===== src/rtl/cplx_integrate_dump.sv =====
// Integrate-and-dump for complex I/Q products: accumulates ACC_LEN valid samples, then
// rounds, shifts and saturates the block sum onto a valid/ready output register.
module cplx_integrate_dump #(
    parameter int unsigned DATA_W  = 37,
    parameter int unsigned ACC_LEN = 16,
    parameter int unsigned SHIFT   = 4,
    parameter int unsigned OUT_W   = 18
) (
    input  logic              clk_i,
    input  logic              arstn_i,
    input  logic [DATA_W-1:0] data_i_i,
    input  logic [DATA_W-1:0] data_q_i,
    input  logic              valid_i,
    input  logic              clear_i,
    output logic [OUT_W-1:0]  data_i_o,
    output logic [OUT_W-1:0]  data_q_o,
    output logic              valid_o,
    input  logic              ready_i,
    output logic              sat_o,
    output logic              drop_o
);

    localparam int unsigned ACC_W = DATA_W + $clog2(ACC_LEN);
    localparam int unsigned CNT_W = $clog2(ACC_LEN);
    localparam logic [CNT_W-1:0] CNT_LAST = CNT_W'(ACC_LEN - 1);

    // Rounding constant and clip bounds, all in ACC_W+1 bits.
    localparam logic signed [ACC_W:0] RND =
        (SHIFT > 0) ? ({{ACC_W{1'b0}}, 1'b1} << (SHIFT - 1)) : '0;
    localparam logic signed [ACC_W:0] SAT_MAX =
        {{(ACC_W - OUT_W + 2){1'b0}}, {(OUT_W - 1){1'b1}}};
    localparam logic signed [ACC_W:0] SAT_MIN =
        {{(ACC_W - OUT_W + 2){1'b1}}, {(OUT_W - 1){1'b0}}};

    logic signed [ACC_W-1:0] acc_i_q, acc_q_q;
    logic [CNT_W-1:0]        cnt_q;
    logic                    s1_valid_q;
    logic signed [ACC_W-1:0] s1_i_q, s1_q_q;
    logic [OUT_W-1:0]        out_i_q, out_q_q;
    logic                    out_valid_q, sat_q, drop_q;

    logic signed [ACC_W-1:0] ext_i, ext_q, sum_i, sum_q;
    logic                    take, dump, out_load;
    logic [OUT_W:0]          rs_i, rs_q;

    // Returns {clip, value}.
    function automatic logic [OUT_W:0] round_sat(input logic signed [ACC_W-1:0] s);
        logic signed [ACC_W:0] r;
        r = ($signed({s[ACC_W-1], s}) + RND) >>> SHIFT;
        if (r > SAT_MAX) begin
            return {1'b1, SAT_MAX[OUT_W-1:0]};
        end else if (r < SAT_MIN) begin
            return {1'b1, SAT_MIN[OUT_W-1:0]};
        end
        return {1'b0, r[OUT_W-1:0]};
    endfunction

    always_comb begin
        ext_i    = {{(ACC_W - DATA_W){data_i_i[DATA_W-1]}}, data_i_i};
        ext_q    = {{(ACC_W - DATA_W){data_q_i[DATA_W-1]}}, data_q_i};
        sum_i    = acc_i_q + ext_i;
        sum_q    = acc_q_q + ext_q;
        take     = valid_i && !clear_i;
        dump     = take && (cnt_q == CNT_LAST);
        out_load = s1_valid_q && (!out_valid_q || ready_i);
        rs_i     = round_sat(s1_i_q);
        rs_q     = round_sat(s1_q_q);
    end

    always_ff @(posedge clk_i or negedge arstn_i) begin
        if (!arstn_i) begin
            acc_i_q <= '0;
            acc_q_q <= '0;
            cnt_q   <= '0;
        end else if (clear_i) begin
            acc_i_q <= '0;
            acc_q_q <= '0;
            cnt_q   <= '0;
        end else if (dump) begin
            acc_i_q <= '0;
            acc_q_q <= '0;
            cnt_q   <= '0;
        end else if (take) begin
            acc_i_q <= sum_i;
            acc_q_q <= sum_q;
            cnt_q   <= cnt_q + 1'b1;
        end
    end

    // Stage 1 holds one finished sum; a dump that finds it occupied and stalled is dropped.
    always_ff @(posedge clk_i or negedge arstn_i) begin
        if (!arstn_i) begin
            s1_valid_q <= 1'b0;
            s1_i_q     <= '0;
            s1_q_q     <= '0;
            drop_q     <= 1'b0;
        end else begin
            drop_q <= 1'b0;
            if (clear_i) begin
                s1_valid_q <= 1'b0;
            end else if (dump) begin
                if (!s1_valid_q || out_load) begin
                    s1_valid_q <= 1'b1;
                    s1_i_q     <= sum_i;
                    s1_q_q     <= sum_q;
                end else begin
                    drop_q <= 1'b1;
                end
            end else if (out_load) begin
                s1_valid_q <= 1'b0;
            end
        end
    end

    always_ff @(posedge clk_i or negedge arstn_i) begin
        if (!arstn_i) begin
            out_valid_q <= 1'b0;
            out_i_q     <= '0;
            out_q_q     <= '0;
            sat_q       <= 1'b0;
        end else if (out_load) begin
            out_valid_q <= 1'b1;
            out_i_q     <= rs_i[OUT_W-1:0];
            out_q_q     <= rs_q[OUT_W-1:0];
            sat_q       <= rs_i[OUT_W] | rs_q[OUT_W];
        end else if (ready_i) begin
            out_valid_q <= 1'b0;
        end
    end

    assign data_i_o = out_i_q;
    assign data_q_o = out_q_q;
    assign valid_o  = out_valid_q;
    assign sat_o    = sat_q;
    assign drop_o   = drop_q;

endmodule


===== config.mk =====
export PLATFORM = sky130hd
export DESIGN_NAME = cplx_integrate_dump
export DESIGN_NICKNAME = d
export VERILOG_FILES = /design/src/rtl/cplx_integrate_dump.sv
export SDC_FILE = /design/constraint.sdc
export NUM_CORES = 1
export LEC_CHECK = 0
export CAP_MARGIN = 20
export CORE_MARGIN = 1
export CORE_UTILIZATION = 35
export CTS_CLUSTER_SIZE = 16
export DETAILED_ROUTE_END_ITERATION = 8
export PLACE_DENSITY = 0.59
export SLEW_MARGIN = 20
export SYNTH_ARGS = -nofsm -noshare
export SYNTH_HDL_FRONTEND = slang
export SYNTH_SLANG_ARGS = --single-unit

===== constraint.sdc =====
create_clock -name clk_i -period 4.9 [get_ports clk_i]
set_input_delay 0.735 -clock clk_i [delete_from_list [all_inputs] [get_ports clk_i]]
set_output_delay 0.735 -clock clk_i [all_outputs]
set_load 0.05 [all_outputs]

==> tab_implementation.tex <==
\begin{tabular}{lr}
\hline
Metric & Value \\
\hline
\multicolumn{2}{l}{\textbf{Yosys}} \\
\quad Async SR Flop Fraction & 1.00 \\
\quad Number of distinct library cells after synthesis & 73 \\
\quad Sequential cell area fraction in the yosys report & 0.366 \\
\quad Synthesized net count & 1757 \\
\quad Synthesized flop and latch total & 202 \\
\quad Netlist area before placement & 0.0138 mm² \\
\quad Portion of synthesized cell area occupied by the leading cell type & 0.366 \\
\quad Number of synthesized flops with an enable pin & 0 \\
\quad Syn Area/Cell & 8.68 µm² \\
\quad Cell accounting for the most synthesized area & sky130\_fd\_sc\_hd\_\_dfrtp\_1 \\
\quad Number of warnings printed during yosys synthesis & 0 \\
\quad Leading register cell type out of synthesis & sky130\_fd\_sc\_hd\_\_dfrtp\_1 \\
\quad Cells after synthesis & 1593 \\
\quad Post-synth top cells & sky130\_fd\_sc\_hd\_\_nand2\_1, sky130\_fd\_sc\_hd\_\_dfrtp\_1, sky130\_fd\_sc\_hd\_\_a21oi\_1, sky130\_fd\_sc\_hd\_\_nor2\_1, sky130\_fd\_sc\_hd\_\_o21ai\_0 \\
\quad Most frequent cell after synthesis & sky130\_fd\_sc\_hd\_\_nand2\_1 \\
\quad Largest cells by area after synthesis & sky130\_fd\_sc\_hd\_\_dfrtp\_1, sky130\_fd\_sc\_hd\_\_ha\_1, sky130\_fd\_sc\_hd\_\_nand2\_1, sky130\_fd\_sc\_hd\_\_a21oi\_1, sky130\_fd\_sc\_hd\_\_a22o\_1 \\
\multicolumn{2}{l}{\textbf{Floorplanning}} \\
\quad Die height & 201 µm \\
\quad Core Region & 0.0388 mm² \\
\quad DIE WIDTH & 201 µm \\
\quad Top-level I/O count & 118 \\
\quad Die Footprint & 0.0403 mm² \\
\quad Number of core rows & 72 \\
\quad Starting density of the core & 0.356 \\
\multicolumn{2}{l}{\textbf{Clocking}} \\
\quad Number of buffers on the longest clock path & 3 \\
\quad Clock-pin slew on the worst setup and hold paths & 0.06 ns \\
\quad Setup Fix Bufs, Post-CTS & 0 \\
\quad CTS buffer count & 26 \\
\quad Post-CTS Resized & 0 \\
\quad CTS H-tree depth & 1 \\
\quad Clock insertion delay at the later pin of the skew report & 0.53 ns \\
\quad Number of sinks driven by the clock tree & 202 \\
\quad TritonCTS clock tree & built \\
\quad Number of hold buffers added after cts & 0 \\
\quad Clock root cell & sky130\_fd\_sc\_hd\_\_clkbuf\_16 \\
\multicolumn{2}{l}{\textbf{Global route}} \\
\quad Overflow left after global routing & 0 \\
\quad Number of antenna violations at the first check in global routing & 0 \\
\quad Number of global-route vias before repair & 11800 \\
\quad Global-route wire length before repair & 62800 µm \\
\quad Pin count of the biggest net entering global routing & 148 \\
\quad Overall fraction of global-route tracks in use & 0.188 \\
\multicolumn{2}{l}{\textbf{Timing}} \\
\quad Final Hold Slack & 0.172 ns \\
\quad RSZ-0062 raised after global routing & false \\
\quad Fraction of the cycle the final worst path needs & 0.821 \\
\quad Time the worst path needs with I/O delays and setup & 4.02 ns \\
\quad Worst clock skew on the final layout & 0.0132 ns \\
\quad Post-route setup TNS & 0 ns \\
\quad Normalized max-slew margin & 0.334 \\
\quad Final number of setup-violating endpoints & 0 \\
\quad Fmax & 0.248 GHz \\
\quad Transition time of the tightest slew-check pin & 0.996 ns \\
\quad Final hold violations & 0 \\
\quad Number of pins with negative max-slew slack in the final report & 0 \\
\multicolumn{2}{l}{\textbf{Layout}} \\
\quad Combined area of the multi-input logic cells & 0.00843 mm² \\
\quad Number of nets in the layout & 1847 \\
\quad Final design utilization & 0.423 \\
\quad Diode count & 0 \\
\quad Filler cell count in the final layout & 3813 \\
\quad Final Cell Area & 0.0164 mm² \\
\quad Area added between synthesis and finish & 18.8\% \\
\quad Fraction of layout cells with a size suffix above 1 & 0.0640 \\
\quad Reg area & 0.00505 mm² \\
\multicolumn{2}{l}{\textbf{Setup path}} \\
\quad Maximum fanout along the worst path & 4 \\
\quad Critical path data arrival time & 4.43 ns \\
\quad Terminus of the critical flop-to-flop path & s1\_q\_q[38] \\
\quad Type of the setup path with the least slack & input port to register \\
\quad Setup slack on the worst flop-to-flop path & 1.17 ns \\
\quad Category of the worst setup path capture point & register \\
\quad Data required time of the critical path & 5.30 ns \\
\quad Length in cells of the worst reg-to-reg path & 11 \\
\quad Critical path launch point type & input port \\
\quad Critical register-to-register path startpoint & acc\_q\_q[3] \\
\multicolumn{2}{l}{\textbf{Detailed routing}} \\
\quad Avg WL per Cell & 17.1 µm \\
\quad Initial DRC count & 615 \\
\quad Total DRC errors in the routed layout & 0 \\
\quad Count of vias placed by the detailed router & 12100 \\
\quad Average via count per standard cell & 5.43 \\
\quad Count of antenna-violating nets left after detailed routing & 0 \\
\quad Final routed wirelength across all metal layers & 38000 µm \\
\quad Number of detailed-routing iterations run before antenna repair & 4 \\
\multicolumn{2}{l}{\textbf{Flow run}} \\
\quad Maximum Capacitance Violations & 0 \\
\multicolumn{2}{l}{\textbf{Place}} \\
\quad Count of port buffers added during placement & 117 \\
\quad Half-perimeter wire length after placement & 28100 µm \\
\quad GP Congestion & 0.899 \\
\quad Placement-stage cell area & 0.0155 mm² \\
\multicolumn{2}{l}{\textbf{Power and ir drop}} \\
\quad Power per cell area & 330 mW/mm² \\
\quad P\_leak & 7.64 nW \\
\quad Worst vdd rail ir drop & 0.204 mV \\
\multicolumn{2}{l}{\textbf{Run status}} \\
\quad Run status & complete, no violations \\
\multicolumn{2}{l}{\textbf{Min path}} \\
\quad Worst Hold Class & input port to asynchronous set/reset pin \\
\hline
\end{tabular}
flip-flops by register name, summed over array words and instances (netlist names), 4 cells and up:
signal and count:
acc_i_q 41, acc_q_q 41, s1_i_q 38, s1_q_q 38
data_i_o 18, data_q_o 18, cnt_q 4
logic make-up after synthesis:
family,synth area share
AND/OR/NAND/NOR,0.214
AO/OA/AOI/OAI,0.225
flip-flops,0.366
XOR/XNOR,0.0713
buffers and inverters,0.0262
adder cells (fa/ha/maj),0.0780
multiplexers,0.0205
cells in the final DEF, fill, tap and decap left out, drive strengths merged, types with 8 or more instances in the layout:
master / Yosys / routed
nand2b: 22 / 22
nor2b: 15 / 15
a21oi: 124 / 124
a31oi: 14 / 14
mux2: 18 / 18
o21bai: 11 / 11
nand2: 256 / 256
and3: 29 / 29
and4: 9 / 9
ha: 83 / 83
buf: 8 / 12
nor3: 21 / 21
o31ai: 13 / 13
nor4: 8 / 8
dfrtp: 202 / 202
clkdlybuf4s50: 0 / 116
a21o: 47 / 47
o21a: 13 / 13
o21ai: 100 / 100
nand3: 54 / 54
xnor2: 65 / 65
inv: 23 / 24
nor2: 106 / 106
xor2: 45 / 45
nand3b: 9 / 9
clkbuf: 59 / 36
mux2i: 8 / 8
o22a: 17 / 17
or4: 11 / 11
and2: 14 / 14
nand4: 33 / 33
a22o: 65 / 65
o211ai: 12 / 12
worst max-delay path by stage:
stage | start | endpoint | slack, ns | depth (start not counted)
2_1_floorplan | data_q_i[0] | s1_q_q[38] | 1.40 | 12
3_3_place_gp | data_q_i[0] | acc_q_q[40] | 0.46 | 13
3_5_place_dp | data_q_i[0] | s1_q_q[38] | 0.40 | 13
4_1_cts | data_q_i[0] | s1_q_q[38] | 0.93 | 13
5_1_grt | data_q_i[0] | s1_q_q[38] | 0.62 | 13
6_report | data_q_i[0] | s1_q_q[38] | 0.88 | 13
power by group:
group          switching (mW)  leakage [nW]  internal (mW)
clock network           0.763         0.439           1.25
registers              0.0745          2.75           1.78
logic                   0.916          4.45          0.637
total                    1.75          7.64           3.67
metal layers:
layer	part of all wire	GRT usage	up-vias
met5	0	0	-
met4	0.018	0.0406	0
met3	0.042	0.0245	47
met2	0.44	0.295	233
met1	0.50	0.275	5787
li1	-	-	6000
critical path: stages:
cell and delay, ns:
sky130_fd_sc_hd__clkdlybuf4s50_1 0.46, sky130_fd_sc_hd__ha_1 0.18, sky130_fd_sc_hd__fa_1 0.22, sky130_fd_sc_hd__a21o_1 0.14
sky130_fd_sc_hd__a221o_1 0.23, sky130_fd_sc_hd__a21oi_1 0.13, sky130_fd_sc_hd__o21ai_0 0.46, sky130_fd_sc_hd__a21oi_1 0.21
sky130_fd_sc_hd__o31ai_1 0.63, sky130_fd_sc_hd__a311oi_1 0.26, sky130_fd_sc_hd__o31ai_1 0.35, sky130_fd_sc_hd__xor2_1 0.14
sky130_fd_sc_hd__mux2_2 0.28
cell type report:
cell class,instances,share of cell area
repair buffers,129,0.0793
clock inverters,13,0.0106
inverters,23,0.00526
multi-input cells,1301,0.513
clock buffers,35,0.0442
well taps,518,0.0395
flip-flops and latches,202,0.308
through the flow:
| step | power (mW) | setup slack, ns | std cells |
|---|---|---|---|
| after floorplan | 2.98 | 1.40 | 1593 |
| after global placement | 3.41 | 0.456 | 2173 |
| after detailed placement | 3.42 | 0.402 | 2173 |
| after CTS | 5.46 | 0.929 | 2221 |
| after global routing | 5.71 | 0.618 | 2221 |
| final | 5.42 | 0.875 | 2221 |
Note: power is estimated with default switching activity, not from simulation.
